## src/rtl/mips_register_hazard_unit.sv

```systemverilog
// Register hazard scoreboard: tracks EX/MEM/WB destinations, raises decode stall and
// registered forwarding selects. Define MIPS_REGISTER_HAZARD_FORWARD_EN to enable forwarding.
module mips_register_hazard_unit #(
  parameter int unsigned ADDR_W  = 5,
  parameter int unsigned COUNT_W = 16
) (
  input  logic               clock,
  input  logic               reset,
  input  logic               decodeValid,
  input  logic [ADDR_W-1:0]  decodeRead1Addr,
  input  logic               decodeRead1Used,
  input  logic [ADDR_W-1:0]  decodeRead2Addr,
  input  logic               decodeRead2Used,
  input  logic [ADDR_W-1:0]  decodeWriteAddr,
  input  logic               decodeWriteEnable,
  input  logic               decodeWriteFromMemory,
  input  logic               pipeFreeze,
  input  logic               flush,
  output logic               stall,
  output logic [1:0]         forward1Sel,
  output logic [1:0]         forward2Sel,
  output logic [COUNT_W-1:0] stallCount
);

  // Writer flags already exclude address 0, so an address match implies a nonzero reader.
  logic              ex_wr_q, ex_wr_d, mem_wr_q, mem_wr_d, wb_wr_q, wb_wr_d;
  logic [ADDR_W-1:0] ex_addr_q, ex_addr_d, mem_addr_q, mem_addr_d, wb_addr_q, wb_addr_d;
  logic              ex_ld_q, ex_ld_d, mem_ld_q, mem_ld_d, wb_ld_q, wb_ld_d;
  logic [COUNT_W-1:0] count_q, count_d;

  logic hit1_ex, hit2_ex, hit1_mem, hit2_mem;
  logic stall_raw, issue;

  always_comb begin
    hit1_ex  = decodeRead1Used && ex_wr_q  && (decodeRead1Addr == ex_addr_q);
    hit2_ex  = decodeRead2Used && ex_wr_q  && (decodeRead2Addr == ex_addr_q);
    hit1_mem = decodeRead1Used && mem_wr_q && (decodeRead1Addr == mem_addr_q);
    hit2_mem = decodeRead2Used && mem_wr_q && (decodeRead2Addr == mem_addr_q);
`ifdef MIPS_REGISTER_HAZARD_FORWARD_EN
    stall_raw = ex_ld_q && (hit1_ex || hit2_ex);
`else
    stall_raw = hit1_ex || hit2_ex || hit1_mem || hit2_mem;
`endif
    stall = decodeValid && !flush && stall_raw;
    issue = decodeValid && !stall && !flush;
  end

  always_comb begin
    ex_wr_d    = ex_wr_q;
    ex_addr_d  = ex_addr_q;
    ex_ld_d    = ex_ld_q;
    mem_wr_d   = mem_wr_q;
    mem_addr_d = mem_addr_q;
    mem_ld_d   = mem_ld_q;
    wb_wr_d    = wb_wr_q;
    wb_addr_d  = wb_addr_q;
    wb_ld_d    = wb_ld_q;
    count_d    = count_q;
    if (!pipeFreeze) begin
      wb_wr_d    = mem_wr_q;
      wb_addr_d  = mem_addr_q;
      wb_ld_d    = mem_ld_q;
      mem_wr_d   = ex_wr_q;
      mem_addr_d = ex_addr_q;
      mem_ld_d   = ex_ld_q;
      ex_wr_d    = issue && decodeWriteEnable && (decodeWriteAddr != '0);
      ex_addr_d  = decodeWriteAddr;
      ex_ld_d    = issue && decodeWriteFromMemory;
      if (stall && (count_q != {COUNT_W{1'b1}})) begin
        count_d = count_q + COUNT_W'(1);
      end
    end
  end

  always_ff @(posedge clock) begin
    if (reset) begin
      ex_wr_q    <= 1'b0;
      ex_addr_q  <= '0;
      ex_ld_q    <= 1'b0;
      mem_wr_q   <= 1'b0;
      mem_addr_q <= '0;
      mem_ld_q   <= 1'b0;
      wb_wr_q    <= 1'b0;
      wb_addr_q  <= '0;
      wb_ld_q    <= 1'b0;
      count_q    <= '0;
    end else begin
      ex_wr_q    <= ex_wr_d;
      ex_addr_q  <= ex_addr_d;
      ex_ld_q    <= ex_ld_d;
      mem_wr_q   <= mem_wr_d;
      mem_addr_q <= mem_addr_d;
      mem_ld_q   <= mem_ld_d;
      wb_wr_q    <= wb_wr_d;
      wb_addr_q  <= wb_addr_d;
      wb_ld_q    <= wb_ld_d;
      count_q    <= count_d;
    end
  end

  assign stallCount = count_q;

`ifdef MIPS_REGISTER_HAZARD_FORWARD_EN
  logic [1:0] fwd1_q, fwd1_d, fwd2_q, fwd2_d;

  // Youngest producer (EX) takes priority over MEM.
  always_comb begin
    fwd1_d = fwd1_q;
    fwd2_d = fwd2_q;
    if (!pipeFreeze) begin
      fwd1_d = 2'd0;
      fwd2_d = 2'd0;
      if (issue) begin
        fwd1_d = hit1_ex ? 2'd1 : (hit1_mem ? 2'd2 : 2'd0);
        fwd2_d = hit2_ex ? 2'd1 : (hit2_mem ? 2'd2 : 2'd0);
      end
    end
  end

  always_ff @(posedge clock) begin
    if (reset) begin
      fwd1_q <= 2'd0;
      fwd2_q <= 2'd0;
    end else begin
      fwd1_q <= fwd1_d;
      fwd2_q <= fwd2_d;
    end
  end

  assign forward1Sel = fwd1_q;
  assign forward2Sel = fwd2_q;
`else
  assign forward1Sel = 2'd0;
  assign forward2Sel = 2'd0;
`endif

  // WB entry and MEM load flag are tracked for completeness but never steer a decision.
  logic unused_state;
  assign unused_state = ^{wb_wr_q, wb_addr_q, wb_ld_q, mem_ld_q, ex_ld_q};

endmodule
```

## config.mk

```make
export PLATFORM = sky130hd
export DESIGN_NAME = mips_register_hazard_unit
export DESIGN_NICKNAME = d
export VERILOG_FILES = /design/src/rtl/mips_register_hazard_unit.sv
export SDC_FILE = /design/constraint.sdc
export NUM_CORES = 1
export LEC_CHECK = 0
export CORE_MARGIN = 10
export CORE_UTILIZATION = 43
export DETAILED_ROUTE_END_ITERATION = 12
export PLACE_DENSITY_LB_ADDON = 0.3
export RECOVER_POWER = 25
export REMOVE_ABC_BUFFERS = 1
export SKIP_LAST_GASP = 1
export SYNTH_ARGS = -nofsm -noshare
export SYNTH_HDL_FRONTEND = slang
export SYNTH_SLANG_ARGS = --single-unit
```

## constraint.sdc

```tcl
create_clock -name clock -period 1.9 [get_ports clock]
set_input_delay 0.38 -clock clock [delete_from_list [all_inputs] [get_ports clock]]
set_output_delay 0.38 -clock clock [all_outputs]
set_load 0.02 [all_outputs]
```

==> results of run 1 <==
through the flow:
| stage | utilization, % | TNS (ns) | power, mW |
|---|---|---|---|
| after detailed placement | 60.1 | -7.43 | 0.790 |
| final | 65.9 | 0 | 1.15 |
| after global placement | 60.1 | -6.81 | 0.788 |
| after CTS | 66.5 | -0.000411 | 1.16 |
| after global routing | 65.9 | -0.388 | 1.20 |
| after floorplan | - | -1.03 | 0.690 |
tightest hold or removal path, delay by kind of cell (launching register included):
family,cells,cell delay [ns]
DFF,1,0.36
muxes,1,0.08
and+or+nand+nor,1,0.07
worst paths after layout:
check                     start       endpoint  cells past startpoint
setup / recovery  mem_addr_q[3]          stall                      6
hold / removal    mem_addr_q[1]  mem_addr_q[1]                      2
setup reg to reg  mem_addr_q[3]  stallCount[9]                      8
hold reg to reg   mem_addr_q[1]  mem_addr_q[1]                      2
cell usage in the layout, fill, tap and decap left out, types with 2 or more instances in the layout:
master           instances
nor2_1                  26
clkdlybuf4s50_1         22
buf_4                   20
dfxtp_1                 18
xnor2_1                 12
mux2i_1                 12
nand4_1                 10
nand3_1                 10
xnor2_2                  9
nor2b_1                  9
dlygate4sd2_1            8
nand2_1                  6
dfxtp_2                  6
clkdlybuf4s15_2          6
mux2_4                   5
buf_6                    5
mux2_2                   4
a21oi_1                  4
conb_1                   4
clkbuf_8                 4
dfxtp_4                  4
o22a_2                   2
a31o_2                   2
inv_1                    2
a31o_1                   2
final cells by class:
class                      instances  area share, %
multi-input combinational        140           45.5
timing repair buffer              65           25.2
sequential                        28           24.2
tap                               48           2.49
clock buffer                       4           2.28
inverter                           2          0.311
cell families after synthesis:
kind of cell	count (synthesis)	synth area share, %
AO/OA/AOI/OAI	16	8.51
flip-flops	28	34.6
XOR/XNOR	21	11.4
buffers and inverters	15	5.18
other	1	0.232
AND/OR/NAND/NOR	77	25.6
adder cells (fa/ha/maj)	1	0.773
multiplexers	21	13.7
Yosys cell counts (2+ instances only):
cell type | n | share of area (%)
and2_1 | 2 | 0.77
o22a_2 | 2 | 1.2
xnor2_1 | 21 | 11
nand3_1 | 11 | 3.4
a31o_2 | 2 | 1.1
a31o_1 | 2 | 1.1
buf_4 | 4 | 1.9
dfxtp_1 | 28 | 35
nand4_1 | 10 | 3.9
buf_1 | 2 | 0.46
clkbuf_1 | 5 | 1.2
nor2_1 | 27 | 6.3
inv_1 | 2 | 0.46
mux2i_1 | 12 | 7.4
mux2_2 | 5 | 3.5
and3_1 | 2 | 0.77
nor2b_1 | 9 | 3.5
a21oi_1 | 4 | 1.2
mux2_1 | 4 | 2.8
nand2_1 | 6 | 1.4
power by group through the flow:
stage	Sequential [mW]	Combinational, mW	Clock, mW
global route	0.613	0.190	0.399
floorplan	0.621	0.0689	0
CTS	0.610	0.176	0.373
global placement	0.623	0.164	0
detailed placement	0.623	0.166	0
finish	0.611	0.174	0.360
registers in the layout (all words and copies together), names as in the netlist:
name / flops
mem_wr_q: 1
mem_addr_q: 5
ex_addr_q: 5
ex_wr_q: 1
stallCount: 16
metal layers:
layer	global-route usage [%]	up-vias
met5	0	-
met4	2.25	0
met3	4.97	4
met2	22.1	47
met1	16.4	656
li1	-	736
repair_timing:
action / CTS / global route
hold endpoints to repair: 0 / 0
resized for setup: 69 / 5
setup buffers: 3 / 0
pin swaps: 19 / 10
setup endpoints to repair: 15 / 15
cloned: 1 / 0
==> flow_metrics.env, run 1 <==
export IMPL_die_h_um=81.3
export IMPL_path_buf_inv=1
export IMPL_cts_root_buf="clkbuf_8"
export IMPL_htree_levels=1
export IMPL_worst_pin_slew_ns=0.706
export IMPL_die_area_sq_um=6620
export IMPL_top_layer_used="met4"
export IMPL_start_kind="register"
export IMPL_synth_edf_count=0
export IMPL_vias_per_cell=5.03
export IMPL_cts_hold_buf=0
export IMPL_place_ws_ns=-0.749
export IMPL_finalMaxSlewViolations=0
export IMPL_drt_total_wl_um=4320
export IMPL_drt_iter0_drc=37
export IMPL_cts_tree="yes"
export IMPL_hold_slack_ns=0.544
export IMPL_avgRoutedWirePerCell_um=15.1
export IMPL_hold_violations=0
export IMPL_grt_use_total_pct=13.4
export IMPL_p_comb_share_pct=15.2
export IMPL_die_w_um=81.3
export IMPL_fmax_ghz=0.527
export IMPL_first_pass_iters=4
export IMPL_finalCritPeriodShare_pct=100
export IMPL_r2r_slack_ns=0.01
export IMPL_worst_path_max_delay_cell="dfxtp_2"
export IMPL_grt_max_degree=39
export IMPL_dpl_cell_area_sq_um=2200
export IMPL_row_count=22
export IMPL_slew_headroom_pct=52.9
export IMPL_synth_warnings=0
export IMPL_gp_congestion=0.875
export IMPL_ioPinCount=45
export IMPL_clockBufferDepth=2
export IMPL_setup_ws_ns=0.000667
export IMPL_slowest_delay_ns=0.35
export IMPL_start_util_pct=44.2
export IMPL_p_leak_nw=0.975
export IMPL_vias=1443
export IMPL_post_place_cells=280
export IMPL_ys_seq_elements=28
export IMPL_coreArea_sq_um=3660
export IMPL_antennaDiodeCount=0
export IMPL_finalInstanceArea_sq_um=2410
export IMPL_grt_setup_unrepaired="yes"
export IMPL_drv_cap=0
export IMPL_overflow=0
export IMPL_wl_met3_um=407
export IMPL_n_fill_cell=316
export IMPL_synth_area_sq_um=1620
export IMPL_crit_arrival_ns=1.52
export IMPL_grt_pass1_vias=1471
export IMPL_drc=0
export IMPL_switching_share_pct=23.1
export IMPL_ant_nets=0
export IMPL_grt_pass1_wl_um=7130
export IMPL_syn_to_final_growth_pct=49.2
export IMPL_portBuffers=39
export IMPL_dr_wl_met2_um=2030
export IMPL_multi_input_area_sq_um=1100
export IMPL_cts_sinks=28
export IMPL_skew_ns=0.00357
export IMPL_ir_drop_uv=342
export IMPL_syn_area_per_cell_sq_um=8.99
export IMPL_clkTransAtPathRegs_ns=0.09
export IMPL_yosysSeqAreaShare_pct=34.6
export IMPL_worstSetupPathType="reg2out"
export IMPL_final_layout_size_suffix_gt1_share_pct=33.5
export IMPL_final_min_clock_period_ns=1.90
export IMPL_synth_main_ff_cell="dfxtp_1"
export IMPL_p_int_mw=0.880
export IMPL_path_cells="xnor2_1 > nand4_1 > o22a_2 > and2_4 > nor2_4 > buf_6"
export IMPL_cp_end_kind="output port"
export IMPL_p_switching_mw=0.265
export IMPL_cp_top_family="simple AND/OR/NAND/NOR gates"
export IMPL_syn_inst=180
export IMPL_nNetsFinal=265
export IMPL_worst_path_max_fanout=3
export IMPL_clk_latency_ns=0.27
export IMPL_hpwl_um=3170
export IMPL_pwr_density_cell_nw_per_um2=474
export IMPL_p_clk_share_pct=31.5
export IMPL_hold_path_class="reg2reg"
export IMPL_async_flop_share_pct=0
export IMPL_met1Wirelength_um=1870
export IMPL_required_ns=1.52
export IMPL_numCtsBuffers=3
export IMPL_ff_latch_area_sq_um=583
export IMPL_ys_types=40
export IMPL_antenna_found_initial=0
export IMPL_seq_power_share_pct=53.3
export IMPL_final_cells=287
export IMPL_setup_viol=0
export IMPL_status="finished, final reports clean"
Power figures use the tool's default switching activity.
==> run 2, diff against run 1 <==
clock period = 1.6 ns   (was 1.9 ns; I/O delays follow)
==> flow_metrics.env, run 2 (synthesis gave the netlist of run 1 again) <==
export IMPL_status="finished, violations left"
export IMPL_violations="setup timing"
export IMPL_rr_startpoint="mem_addr_q[4]"
export IMPL_skew_ns=0.00398
export IMPL_utilization_pct=69.5
export IMPL_antenna_found_initial=0
export IMPL_layout_common_cells="buf_4 (28), dlygate4sd2_1 (26), nor2_1 (25)"
export IMPL_fmax_ghz=0.514
export IMPL_grt_use_total_pct=14.2
export IMPL_path_cells="dlygate4sd2_1 > xnor2_1 > nand4_1 > o22a_2 > buf_6 > a21oi_4 > buf_12 > nand4_1 > mux2_4"
export IMPL_cts_tree="yes"
export IMPL_setup_ws_ns=-0.345
export IMPL_clk_latency_ns=0.27
export IMPL_cts_sinks=28
export IMPL_start_util_pct=44.2
export IMPL_syn_to_final_growth_pct=57.3
export IMPL_p_clk_share_pct=28.9
export IMPL_die_h_um=81.3
export IMPL_drt_iter0_drc=35
export IMPL_cts_root_buf="clkbuf_8"
export IMPL_ioPinCount=45
export IMPL_first_pass_iters=4
export IMPL_seq_power_share_pct=55.0
export IMPL_portBuffers=39
export IMPL_n_fill_cell=306
export IMPL_path_buf_inv=3
export IMPL_nNetsFinal=278
export IMPL_coreArea_sq_um=3660
export IMPL_ir_drop_uv=313
export IMPL_grt_max_degree=39
export IMPL_grt_pass1_wl_um=7570
export IMPL_dpl_cell_area_sq_um=2290
export IMPL_gp_congestion=0.876
export IMPL_largest_reg_flops=16
export IMPL_worst_path_max_delay_cell="mux2_4"
export IMPL_p_leak_nw=1.12
export IMPL_drv_cap=0
export IMPL_htree_levels=1
export IMPL_pwr_density_cell_nw_per_um2=517
export IMPL_finalMaxSlewViolations=0
export IMPL_hpwl_um=3120
export IMPL_die_area_sq_um=6620
export IMPL_p_int_mw=0.995
export IMPL_grt_setup_unrepaired="yes"
export IMPL_row_count=22
export IMPL_layout_commonest_cell="buf_4"
export IMPL_drc=0
export IMPL_crit_arrival_ns=2.11
export IMPL_worst_path_max_fanout=7
export IMPL_setup_viol=17
export IMPL_final_layout_size_suffix_gt1_share_pct=35.9
export IMPL_vias_per_cell=5.16
export IMPL_startpoint="decodeRead1Addr[4]"
export IMPL_cp_top_family="buffers and inverters"
export IMPL_antennaDiodeCount=0
export IMPL_required_ns=1.76
export IMPL_cp_end_kind="register"
export IMPL_avgRoutedWirePerCell_um=15.5
export IMPL_numCtsBuffers=3
export IMPL_switching_share_pct=24.4
export IMPL_start_kind="input pin"
export IMPL_slowest_delay_ns=0.32
export IMPL_die_w_um=81.3
export IMPL_worstSetupPathType="in2reg"
export IMPL_vias=1543
export IMPL_p_comb_share_pct=16.2
export IMPL_overflow=0
export IMPL_finalInstanceArea_sq_um=2540
export IMPL_grt_pass1_vias=1632
export IMPL_hold_violations=0
export IMPL_cts_hold_buf=0
export IMPL_final_min_clock_period_ns=1.94
export IMPL_crit_path_frequent_cell="nand4_1"
export IMPL_hold_path_class="reg2reg"
export IMPL_clockBufferDepth=2
export IMPL_clkTransAtPathRegs_ns=0.09
export IMPL_drt_total_wl_um=4620
export IMPL_p_switching_mw=0.321
export IMPL_ant_nets=0
export IMPL_hp_start="mem_addr_q[1]"
export IMPL_finalCritPeriodShare_pct=122
-- run 2: timing repair --
action	CTS	global route
pin swaps	27	22
cloned	1	0
resized for setup	68	23
setup endpoints to repair	34	17
hold endpoints to repair	0	0
setup buffers	4	0
-- run 2: worst min-delay path: stages, from the launching register on --
cell and delay [ns]:
dfxtp_2 0.36, mux2i_1 0.07, nor2_1 0.07
-- run 2: stage by stage --
step	TNS, ns	std cells	worst slack [ns]	power [mW]	hold slack (ns)
after floorplan	-5.18	170	-0.450	0.820	0.382
after global placement	-11.28	292	-0.900	0.937	0.521
after detailed placement	-11.65	292	-0.918	0.939	0.542
after CTS	-3.66	300	-0.286	1.32	0.545
after global routing	-5.28	299	-0.392	1.37	0.571
final	-4.48	299	-0.345	1.32	0.538
-- run 2: routing by layer --
metal / global-route usage [%] / up-vias / part of all wire, %
met4: 2.94 / 0 / 0.67
met5: 0 / - / 0
met3: 3.42 / 4 / 6.3
met1: 17.4 / 733 / 45
met2: 24.5 / 44 / 49
li1: - / 762 / -
-- run 2: area by class of cell --
| type | instances | area (sq um) | share of cell area, % |
|---|---|---|---|
| Tap cell | 48 | 60.1 | 2.36 |
| Clock buffer | 3 | 41.3 | 1.62 |
| Multi-Input combinational cell | 140 | 1140 | 44.7 |
| Inverter | 2 | 7.51 | 0.295 |
| Sequential cell | 28 | 586 | 23.0 |
| Timing Repair Buffer | 78 | 712 | 28.0 |
-- run 2: final timing paths --
kind / depth (start not counted) / slack [ns] / end
worst max-delay path: 9 / -0.34 / stallCount[14]
worst min register to register: 2 / 0.54 / mem_addr_q[1]
worst min-delay path: 2 / 0.54 / mem_addr_q[1]
worst max register to register: 8 / -0.31 / stallCount[14]
-- run 2: power by group through the flow --
stage               clock [mW]  combinational, mW  sequential (mW)
detailed placement           0              0.199            0.740
CTS                      0.389              0.203            0.727
finish                   0.380              0.213            0.724
global route             0.410              0.230            0.727
global placement             0              0.197            0.740
floorplan                    0             0.0818            0.738
